<file path="config.mk">
export PLATFORM = sky130hd
export DESIGN_NAME = crc_stream_ctrl_flat
export DESIGN_NICKNAME = d
export VERILOG_FILES = /design/src/rtl/crc_stream_ctrl_if.sv /design/src/rtl/crc_stream_ctrl.sv /design/src/flat_wrapper.sv
export SDC_FILE = /design/constraint.sdc
export NUM_CORES = 1
export LEC_CHECK = 0
export ABC_AREA = 1
export CAP_MARGIN = 40
export CORE_UTILIZATION = 30
export CTS_CLUSTER_DIAMETER = 40
export DETAILED_ROUTE_END_ITERATION = 10
export SLEW_MARGIN = 20
export SYNTH_ARGS = -nofsm -noshare
export SYNTH_HDL_FRONTEND = slang
export SYNTH_SLANG_ARGS = --single-unit
</file>
<file path="constraint.sdc">
create_clock -name clk -period 5.91 [get_ports clk]
set_input_delay 1.182 -clock clk [delete_from_list [all_inputs] [get_ports clk]]
set_output_delay 1.182 -clock clk [all_outputs]
set_load 0.05 [all_outputs]
</file>
<file path="src/rtl/crc_stream_ctrl_if.sv">
// crc_stream_ctrl_if: byte-source handshake plus CRC engine register port.
// The master side is the sequencer; the slave side is the source and engine.
interface crc_stream_ctrl_if;
    logic        s_valid;
    logic [7:0]  s_data;
    logic        s_ready;
    logic        crc_cs;
    logic [1:0]  crc_rs;
    logic [3:0]  crc_wrl;
    logic [31:0] crc_d;
    logic [31:0] crc_q;

    modport master (
        input  s_valid, s_data, crc_q,
        output s_ready, crc_cs, crc_rs, crc_wrl, crc_d
    );

    modport slave (
        output s_valid, s_data, crc_q,
        input  s_ready, crc_cs, crc_rs, crc_wrl, crc_d
    );
endinterface

</file>
<file path="src/rtl/crc_stream_ctrl.sv">
// crc_stream_ctrl: streams LEN source bytes into the CRC engine and reads back.
// Define CRC_STREAM_WORD_EN to pack up to four bytes per engine write.
module crc_stream_ctrl #(
    parameter int LEN_W = 16
) (
    input  logic              clk,
    input  logic              reset,
    input  logic              start,
    input  logic [31:0]       cfg_poly,
    input  logic [31:0]       cfg_init,
    input  logic [31:0]       cfg_xorout,
    input  logic [LEN_W-1:0]  cfg_len,
    input  logic              cfg_refin,
    input  logic              cfg_refout,
    crc_stream_ctrl_if.master bus,
    output logic              busy,
    output logic              done,
    output logic [31:0]       result
);

    typedef enum logic [2:0] {
        S_IDLE,
        S_POLY,
        S_INIT,
        S_FETCH,
        S_WRITE,
        S_WAIT,
        S_READ,
        S_DONE
    } state_t;

    state_t           state;
    state_t           state_nx;
    logic [31:0]      poly_r;
    logic [31:0]      init_r;
    logic [31:0]      xorout_r;
    logic [31:0]      word_r;
    logic             refin_r;
    logic             refout_r;
    logic [LEN_W-1:0] remain;
    logic [1:0]       idx;
    logic [2:0]       grp;
    logic [3:0]       lanes;
    logic             grp_full;

    // Bytes packed into the next engine write, chosen from what is still owed.
    always_comb begin
        grp = 3'd1;
`ifdef CRC_STREAM_WORD_EN
        if (remain >= LEN_W'(4)) begin
            grp = 3'd4;
        end else if (remain >= LEN_W'(2)) begin
            grp = 3'd2;
        end
`endif
    end

    assign lanes    = 4'((5'd1 << grp) - 5'd1);
    assign grp_full = (({1'b0, idx} + 3'd1) == grp);

    // State register.
    always_ff @(posedge clk or posedge reset) begin
        if (reset) begin
            state <= S_IDLE;
        end else begin
            state <= state_nx;
        end
    end

    // Job config capture, byte packing, remaining count and result capture.
    always_ff @(posedge clk or posedge reset) begin
        if (reset) begin
            poly_r   <= '0;
            init_r   <= '0;
            xorout_r <= '0;
            refin_r  <= 1'b0;
            refout_r <= 1'b0;
            remain   <= '0;
            idx      <= '0;
            word_r   <= '0;
            result   <= '0;
        end else begin
            case (state)
                S_IDLE: begin
                    if (start) begin
                        poly_r   <= cfg_poly;
                        init_r   <= cfg_init;
                        xorout_r <= cfg_xorout;
                        refin_r  <= cfg_refin;
                        refout_r <= cfg_refout;
                        remain   <= cfg_len;
                        idx      <= '0;
                        word_r   <= '0;
                    end
                end
                S_FETCH: begin
                    if (bus.s_valid) begin
                        word_r[{idx, 3'b000} +: 8] <= bus.s_data;
                        idx <= idx + 2'd1;
                    end
                end
                S_WRITE: begin
                    remain <= remain - LEN_W'(grp);
                    idx    <= '0;
                    word_r <= '0;
                end
                S_READ: begin
                    result <= bus.crc_q ^ xorout_r;
                end
                default: begin
                end
            endcase
        end
    end

    // Next state and engine port drive; engine is only written in POLY/INIT/WRITE.
    always_comb begin
        state_nx    = state;
        bus.s_ready = 1'b0;
        bus.crc_cs  = 1'b0;
        bus.crc_rs  = 2'b00;
        bus.crc_wrl = 4'b0000;
        bus.crc_d   = '0;
        done        = 1'b0;
        busy        = (state != S_IDLE);
        case (state)
            S_IDLE: begin
                if (start) begin
                    state_nx = S_POLY;
                end
            end
            S_POLY: begin
                bus.crc_cs  = 1'b1;
                bus.crc_rs  = 2'b01;
                bus.crc_wrl = 4'b1111;
                bus.crc_d   = poly_r;
                state_nx    = S_INIT;
            end
            S_INIT: begin
                bus.crc_cs  = 1'b1;
                bus.crc_rs  = 2'b00;
                bus.crc_wrl = 4'b1111;
                bus.crc_d   = init_r;
                state_nx    = (remain == '0) ? S_READ : S_FETCH;
            end
            S_FETCH: begin
                bus.s_ready = 1'b1;
                bus.crc_rs  = 2'b01;
                if (bus.s_valid && grp_full) begin
                    state_nx = S_WRITE;
                end
            end
            S_WRITE: begin
                bus.crc_cs  = 1'b1;
                bus.crc_rs  = refin_r ? 2'b11 : 2'b10;
                bus.crc_wrl = lanes;
                bus.crc_d   = word_r;
                state_nx    = S_WAIT;
            end
            S_WAIT: begin
                bus.crc_rs = 2'b01;
                if (bus.crc_q[0]) begin
                    state_nx = (remain == '0) ? S_READ : S_FETCH;
                end
            end
            S_READ: begin
                bus.crc_rs = refout_r ? 2'b10 : 2'b00;
                state_nx   = S_DONE;
            end
            S_DONE: begin
                done     = 1'b1;
                state_nx = S_IDLE;
            end
            default: begin
                state_nx = S_IDLE;
            end
        endcase
    end

endmodule
</file>
<file path="src/flat_wrapper.sv">
// flat-port wrapper written by rule: the top's interface ports become plain ports
module crc_stream_ctrl_flat 
#(
    parameter int LEN_W = 16
)
  (clk, reset, start, cfg_poly, cfg_init, cfg_xorout, cfg_len, cfg_refin, cfg_refout, busy, done, result, bus_s_valid, bus_s_data, bus_crc_q, bus_s_ready, bus_crc_cs, bus_crc_rs, bus_crc_wrl, bus_crc_d);
  crc_stream_ctrl_if bus_i ();
  input  logic clk;
  input  logic reset;
  input  logic start;
  input  logic [31:0] cfg_poly;
  input  logic [31:0] cfg_init;
  input  logic [31:0] cfg_xorout;
  input  logic [LEN_W-1:0] cfg_len;
  input  logic cfg_refin;
  input  logic cfg_refout;
  output logic busy;
  output logic done;
  output logic [31:0] result;
  input wire logic [$bits(bus_i.s_valid)-1:0] bus_s_valid;
  input wire logic [$bits(bus_i.s_data)-1:0] bus_s_data;
  input wire logic [$bits(bus_i.crc_q)-1:0] bus_crc_q;
  output wire logic [$bits(bus_i.s_ready)-1:0] bus_s_ready;
  output wire logic [$bits(bus_i.crc_cs)-1:0] bus_crc_cs;
  output wire logic [$bits(bus_i.crc_rs)-1:0] bus_crc_rs;
  output wire logic [$bits(bus_i.crc_wrl)-1:0] bus_crc_wrl;
  output wire logic [$bits(bus_i.crc_d)-1:0] bus_crc_d;
  assign bus_i.s_valid = bus_s_valid;
  assign bus_i.s_data = bus_s_data;
  assign bus_i.crc_q = bus_crc_q;
  assign bus_s_ready = bus_i.s_ready;
  assign bus_crc_cs = bus_i.crc_cs;
  assign bus_crc_rs = bus_i.crc_rs;
  assign bus_crc_wrl = bus_i.crc_wrl;
  assign bus_crc_d = bus_i.crc_d;
  crc_stream_ctrl #(.LEN_W(LEN_W)) u_core (.clk(clk), .reset(reset), .start(start), .cfg_poly(cfg_poly), .cfg_init(cfg_init), .cfg_xorout(cfg_xorout), .cfg_len(cfg_len), .cfg_refin(cfg_refin), .cfg_refout(cfg_refout), .bus(bus_i), .busy(busy), .done(done), .result(result));
endmodule
</file>
==> flow_summary.json, run 1 <==
{
  "outcome": "complete, no violations",
  "wl_mm": 25.13,
  "finalClockSkew_ns": 0.01074,
  "dp_hpwl_mm": 18.09,
  "min_path_type": "flip-flop to flip-flop",
  "synth.most_common_cell": "nand2_1",
  "ys_warn_count": 0,
  "cts.sinks": 183,
  "gp_congestion": 0.8253,
  "netlist_area_um2": 8787,
  "reg2reg_from": "u_core.state[0]",
  "end_kind": "output port",
  "report.final.slew_viol_count": 0,
  "clock.fmax_ghz": 0.2205,
  "worstSetupStartpoint": "u_core.state[0]",
  "synth_seq_cells": 183,
  "clk_latency_ns": 0.42,
  "nets": 1441,
  "syn_inst": 1062,
  "antenna_found_initial": 0,
  "setup.worst_path.start_class": "flip-flop",
  "grt.total_usage_pct": 17.26,
  "die_area_um2": 29980,
  "io_pins": 232,
  "num_vias": 7583,
  "grt_pass1_vias": 7349,
  "setup_viol": 0,
  "cts_tree": "built",
  "port-buffer-count": 231,
  "grt_pass1_wl_mm": 40.89,
  "syn-num-nets": 1232,
  "synth_area_leaders": "dfrtp_1, nand2_1, o21ai_0",
  "synth_area_leader_cell": "dfrtp_1",
  "grt_max_degree": 76,
  "synthTopCellsByCount": "nand2_1, dfrtp_1, o21ai_0, inv_1, nor2_1",
  "ys.flop_type": "dfrtp_1",
  "dp_cells": 1636,
  "start_util_pct": 30.53,
  "synthArstFlopShare_pct": 100.0,
  "hp-start": "u_core.poly_r[4]",
  "overflow": 0,
  "finalPower_mw": 6.502,
  "htreeDepth": 4,
  "areaGrowthSynthToFinish_pct": 36.91,
  "cts_setup_buffers": 0,
  "hold_buffers": 0,
  "cp_max_fo": 27,
  "wl_per_cell_um": 15.07,
  "instances_no_fill": 1668,
  "p_leak_nw": 5.388,
  "diodes": 0,
  "synth_top_area_share_pct": 52.11,
  "required_ns": 4.73,
  "post-route-min-period_ns": 4.534,
  "tightest_slew_ns": 0.7237,
  "vdd_drop_max_mv": 0.2530,
  "rsz0062_at_grt": "false",
  "die_h_um": 173.1,
  "final_core_util_pct": 41.80,
  "avgSynthCellArea_um2": 8.274,
  "seq_area_frac_synth_pct": 52.11,
  "path_clk_slew_ns": 0.07,
  "die_w_um": 173.1,
  "worstSetupPathType": "flip-flop to output port",
  "post-route-drc-count": 0,
  "cts_made_buffers": 17,
  "fp-row-count": 62,
  "drtIter0Drc": 580,
  "cts_resized": 0,
  "cts_buffer_depth": 2,
  "cp.arrival_ns": 3.35,
  "cts_root_buf": "clkbuf_16",
  "synth_edf_count": 0,
  "firstDrtPassIters": 6,
  "antenna_left": 0,
  "core_um2": 28780,
  "drive_gt1_share_pct": 6.931,
  "relSlewSlack_pct": 51.76,
  "fin_tns_setup_ns": 0,
  "fin_crit_sh_pct": 76.72,
  "synth.distinct_cells": 32,
  "finalHoldViolCount": 0,
  "drv_cap": 0,
  "p_per_area_nw_per_um2": 540.5,
  "viasPerCell": 4.546
}
==> sequential cells by signal (all words and copies together), names as in the netlist <==
register / count
u_core.refin_r: 1
u_core.poly_r: 32
u_core.init_r: 32
u_core.state: 3
u_core.xorout_r: 32
u_core.result: 32
u_core.idx: 2
u_core.word_r: 32
u_core.remain: 16
u_core.refout_r: 1
==> metrics by stage <==
| step | setup slack [ns] | hold WS [ns] | instance area (µm²) |
|---|---|---|---|
| after floorplan | 2.377 | 0.4492 | 8791 |
| after global placement | 1.582 | 0.4639 | 11400 |
| after detailed placement | 1.808 | 0.4650 | 11460 |
| after CTS | 1.339 | 0.4854 | 12030 |
| after global routing | 1.163 | 0.5057 | 12030 |
| final | 1.376 | 0.4831 | 12030 |
==> worst max-delay path: stages (launching register included) <==
cell             delay, ns
dfrtp_1               0.40
inv_1                 0.13
ha_1                  0.28
nand2_1               0.29
inv_2                 0.51
buf_12                0.25
nand2_1               0.08
o211ai_1              0.12
clkdlybuf4s50_1       0.84
==> area by class of cell <==
| cell class | instances | area [µm²] |
|---|---|---|
| Fill cell | 2878 | 16750 |
| Sequential cell | 183 | 4579 |
| Multi-Input combinational cell | 761 | 3694 |
| Timing Repair Buffer | 240 | 2442 |
| Tap cell | 384 | 480.5 |
| Clock buffer | 18 | 429.2 |
| Inverter | 68 | 264.0 |
| Clock inverter | 14 | 141.4 |
==> layout by cell type, fill, tap and decap left out, types with 27 or more instances in the layout <==
master | Yosys | final
o21ai_2 | 27 | 27
nand3_1 | 42 | 42
dfrtp_1 | 183 | 183
inv_1 | 61 | 60
nor2_1 | 47 | 47
o211ai_1 | 28 | 28
xnor2_1 | 32 | 32
o21ai_0 | 73 | 73
nand2_1 | 461 | 460
clkdlybuf4s50_1 | 0 | 231
==> report_power, final <==
group / total [mW] / leakage, nW / internal [mW] / switching, mW
Clock: 1.13 / 0.277 / 0.596 / 0.537
Combinational: 3.31 / 2.80 / 1.08 / 2.23
Sequential: 2.06 / 2.31 / 1.76 / 0.300
==> logic make-up (layout without fill, tap and decap cells) <==
family | Yosys count | count (layout) | synth area share [%]
fa+ha+maj | 12 | 12 | 1.709
buf+inv | 118 | 340 | 5.966
compound gates | 146 | 146 | 10.61
xor+xnor | 33 | 33 | 3.289
simple gates | 570 | 570 | 26.31
flops | 183 | 183 | 52.11
==> layer usage <==
layer	wire length, µm	global-route usage [%]
met4	215	3.614
met3	1412	3.804
met2	11220	26.29
met1	12280	25.02
met5	0	0
==> final timing paths <==
kind                                      to  slack (ns)  depth (start not counted)
max in group asynchronous   u_core.word_r[7]        3.87                          4
setup / recovery                bus_crc_d[8]        1.38                          8
hold reg to reg             u_core.poly_r[4]        0.48                          2
min in group asynchronous  u_core.result[16]        1.09                          2
setup reg to reg           u_core.init_r[27]        3.16                          7
hold / removal              u_core.poly_r[4]        0.48                          2
Power figures use the tool's default switching activity.
==> run 2, diff against run 1 <==
==> constraint.sdc (replaced) <==
create_clock -name clk -period 3.9 [get_ports clk]
set_input_delay 0.78 -clock clk [delete_from_list [all_inputs] [get_ports clk]]
set_output_delay 0.78 -clock clk [all_outputs]
set_load 0.05 [all_outputs]
==> run 2 against run 1 <==
First-iteration DRC count decreased by 1.9%. Clock-buffer cell count did not move. Die area stayed put. Global-route usage grew 0.21 points. Power grew 49%. Via count shrank 0.24%. Final area down 1.1%. Routed wire length grew 1.9%. Utilization shrank 0.45 points. Clock power up 44%. Cell count barely moved. Register-to-register slack worse by 1.9 ns. Critical path type unchanged. Largest power group unchanged. Highest routed layer is now met5.
==> flow_summary.json, run 2 (synthesis results as in run 1) <==
{
  "outcome": "complete, no violations",
  "final_cell_mix": "nand2_1, clkdlybuf4s50_1, dfrtp_1",
  "gp_congestion": 0.8284,
  "viasPerCell": 4.533,
  "finalHoldViolCount": 0,
  "p_per_area_nw_per_um2": 816.5,
  "num_vias": 7565,
  "vdd_drop_max_mv": 0.3648,
  "worstSetupStartpoint": "u_core.state[0]",
  "antenna_left": 0,
  "overflow": 0,
  "multi_input_area_um2": 3694,
  "hp-start": "u_core.poly_r[23]",
  "wl_per_cell_um": 15.35,
  "dp_slack_ns": 0.8524,
  "report.final.slew_viol_count": 0,
  "cts_made_buffers": 17,
  "tightest_slew_ns": 0.7524,
  "grt_use_met2_pct": 27.72,
  "core_um2": 28780,
  "cts_resized": 0,
  "worstSetupPathType": "flip-flop to output port",
  "die_h_um": 173.1,
  "cp_max_fo": 35,
  "grt-busiest-layer": "met2",
  "cts_setup_buffers": 0,
  "final_core_util_pct": 41.35,
  "hold_buffers": 0,
  "layout_commonest_cell": "nand2_1",
  "grt_util_met1_pct": 24.32,
  "die_w_um": 173.1,
  "place_area_um2": 11360,
  "fp-row-count": 62,
  "io_pins": 232,
  "post-route-drc-count": 0,
  "drv_cap": 0,
  "fin_area_um2": 11900,
  "clock.fmax_ghz": 0.2834,
  "setup.worst_path.start_class": "flip-flop",
  "cp.arrival_ns": 2.75,
  "worst_slack_ns": 0.3708,
  "antenna_found_initial": 1,
  "die_area_um2": 29980,
  "relSlewSlack_pct": 49.77,
  "nFillCells": 2880,
  "dp_hpwl_mm": 18.33,
  "end_kind": "output port",
  "finalPower_mw": 9.717,
  "grt.total_usage_pct": 17.47,
  "regArea_um2": 4579,
  "grt_pass1_wl_mm": 41.08,
  "firstDrtPassIters": 5,
  "start_util_pct": 30.53,
  "drive_gt1_share_pct": 10.12,
  "required_ns": 3.12,
  "use_met3_pct": 4.002,
  "fin_crit_sh_pct": 90.49,
  "areaGrowthSynthToFinish_pct": 35.43,
  "setup_viol": 0,
  "cts_buffer_depth": 2,
  "cts_tree": "built",
  "reg2reg_from": "u_core.state[0]",
  "path_clk_slew_ns": 0.07,
  "grt_max_degree": 75,
  "fin_tns_setup_ns": 0,
  "rsz0062_at_grt": "false",
  "cts_root_buf": "clkbuf_16",
  "p_leak_nw": 5.441,
  "nets": 1443,
  "min_path_type": "flip-flop to flip-flop",
  "port-buffer-count": 231,
  "finalClockSkew_ns": 0.01382,
  "htreeDepth": 4,
  "post-route-min-period_ns": 3.529,
  "wl_mm": 25.61,
  "grt_pass1_vias": 7427,
  "diodes": 0,
  "cts.sinks": 183,
  "drtIter0Drc": 569,
  "clk_latency_ns": 0.43
}
-- run 2: through the flow --
step,instances,hold slack (ns)
after floorplan,1062,0.4492
after global placement,1638,0.4625
after detailed placement,1638,0.4659
after CTS,1669,0.4865
after global routing,1669,0.5000
final,1669,0.4802
-- run 2: report_power, final --
group	internal (mW)	total [mW]	switching, mW	leakage, nW
logic	1.57	4.96	3.40	2.86
registers	2.67	3.12	0.450	2.31
clock network	0.838	1.63	0.796	0.264
total	5.07	9.72	4.64	5.44
-- run 2: layer usage --
metal	wire, µm	up-vias
met2	11830	227
met5	13	-
met1	12220	3561
met3	1392	13
met4	156	2
li1	-	3762
-- run 2: cell type report --
type	instances	area share [%]
well taps	384	4.037
repair buffers	242	19.72
inverters	68	2.218
clock inverters	13	0.8096
clock buffers	18	3.690
multi-input cells	761	31.04
flip-flops and latches	183	38.48
-- run 2: worst paths after layout --
path                                             to  slack [ns]  cells past startpoint
max in group asynchronous         u_core.init_r[14]        2.50                      3
worst min-delay path              u_core.poly_r[23]        0.48                      2
worst max register to register    u_core.remain[10]        1.26                      8
worst max-delay path                  bus_crc_d[22]        0.37                      7
worst min register to register    u_core.poly_r[23]        0.48                      2
min in group asynchronous       u_core.xorout_r[18]        0.89                      3
-- run 2: worst max-delay path: stages (launching register included) --
cell and delay, ns:
dfrtp_1 0.41, inv_1 0.14, ha_1 0.28, nand2_1 0.29, inv_2 0.66, nand2_1 0.12, o211ai_1 0.16, buf_4 0.24
==> run 3, diff against run 2 <==
--- a/config.mk
+++ b/config.mk
@@ -6,7 +6,7 @@
 export NUM_CORES = 1
 export LEC_CHECK = 0
 export ABC_AREA = 1
-export CAP_MARGIN = 40
+export CAP_MARGIN = 20
 export CORE_UTILIZATION = 30
 export CTS_CLUSTER_DIAMETER = 40
 export DETAILED_ROUTE_END_ITERATION = 10
==> results of run 3 <==
The final DEF is identical to that of run 2; final timing and power are the same.
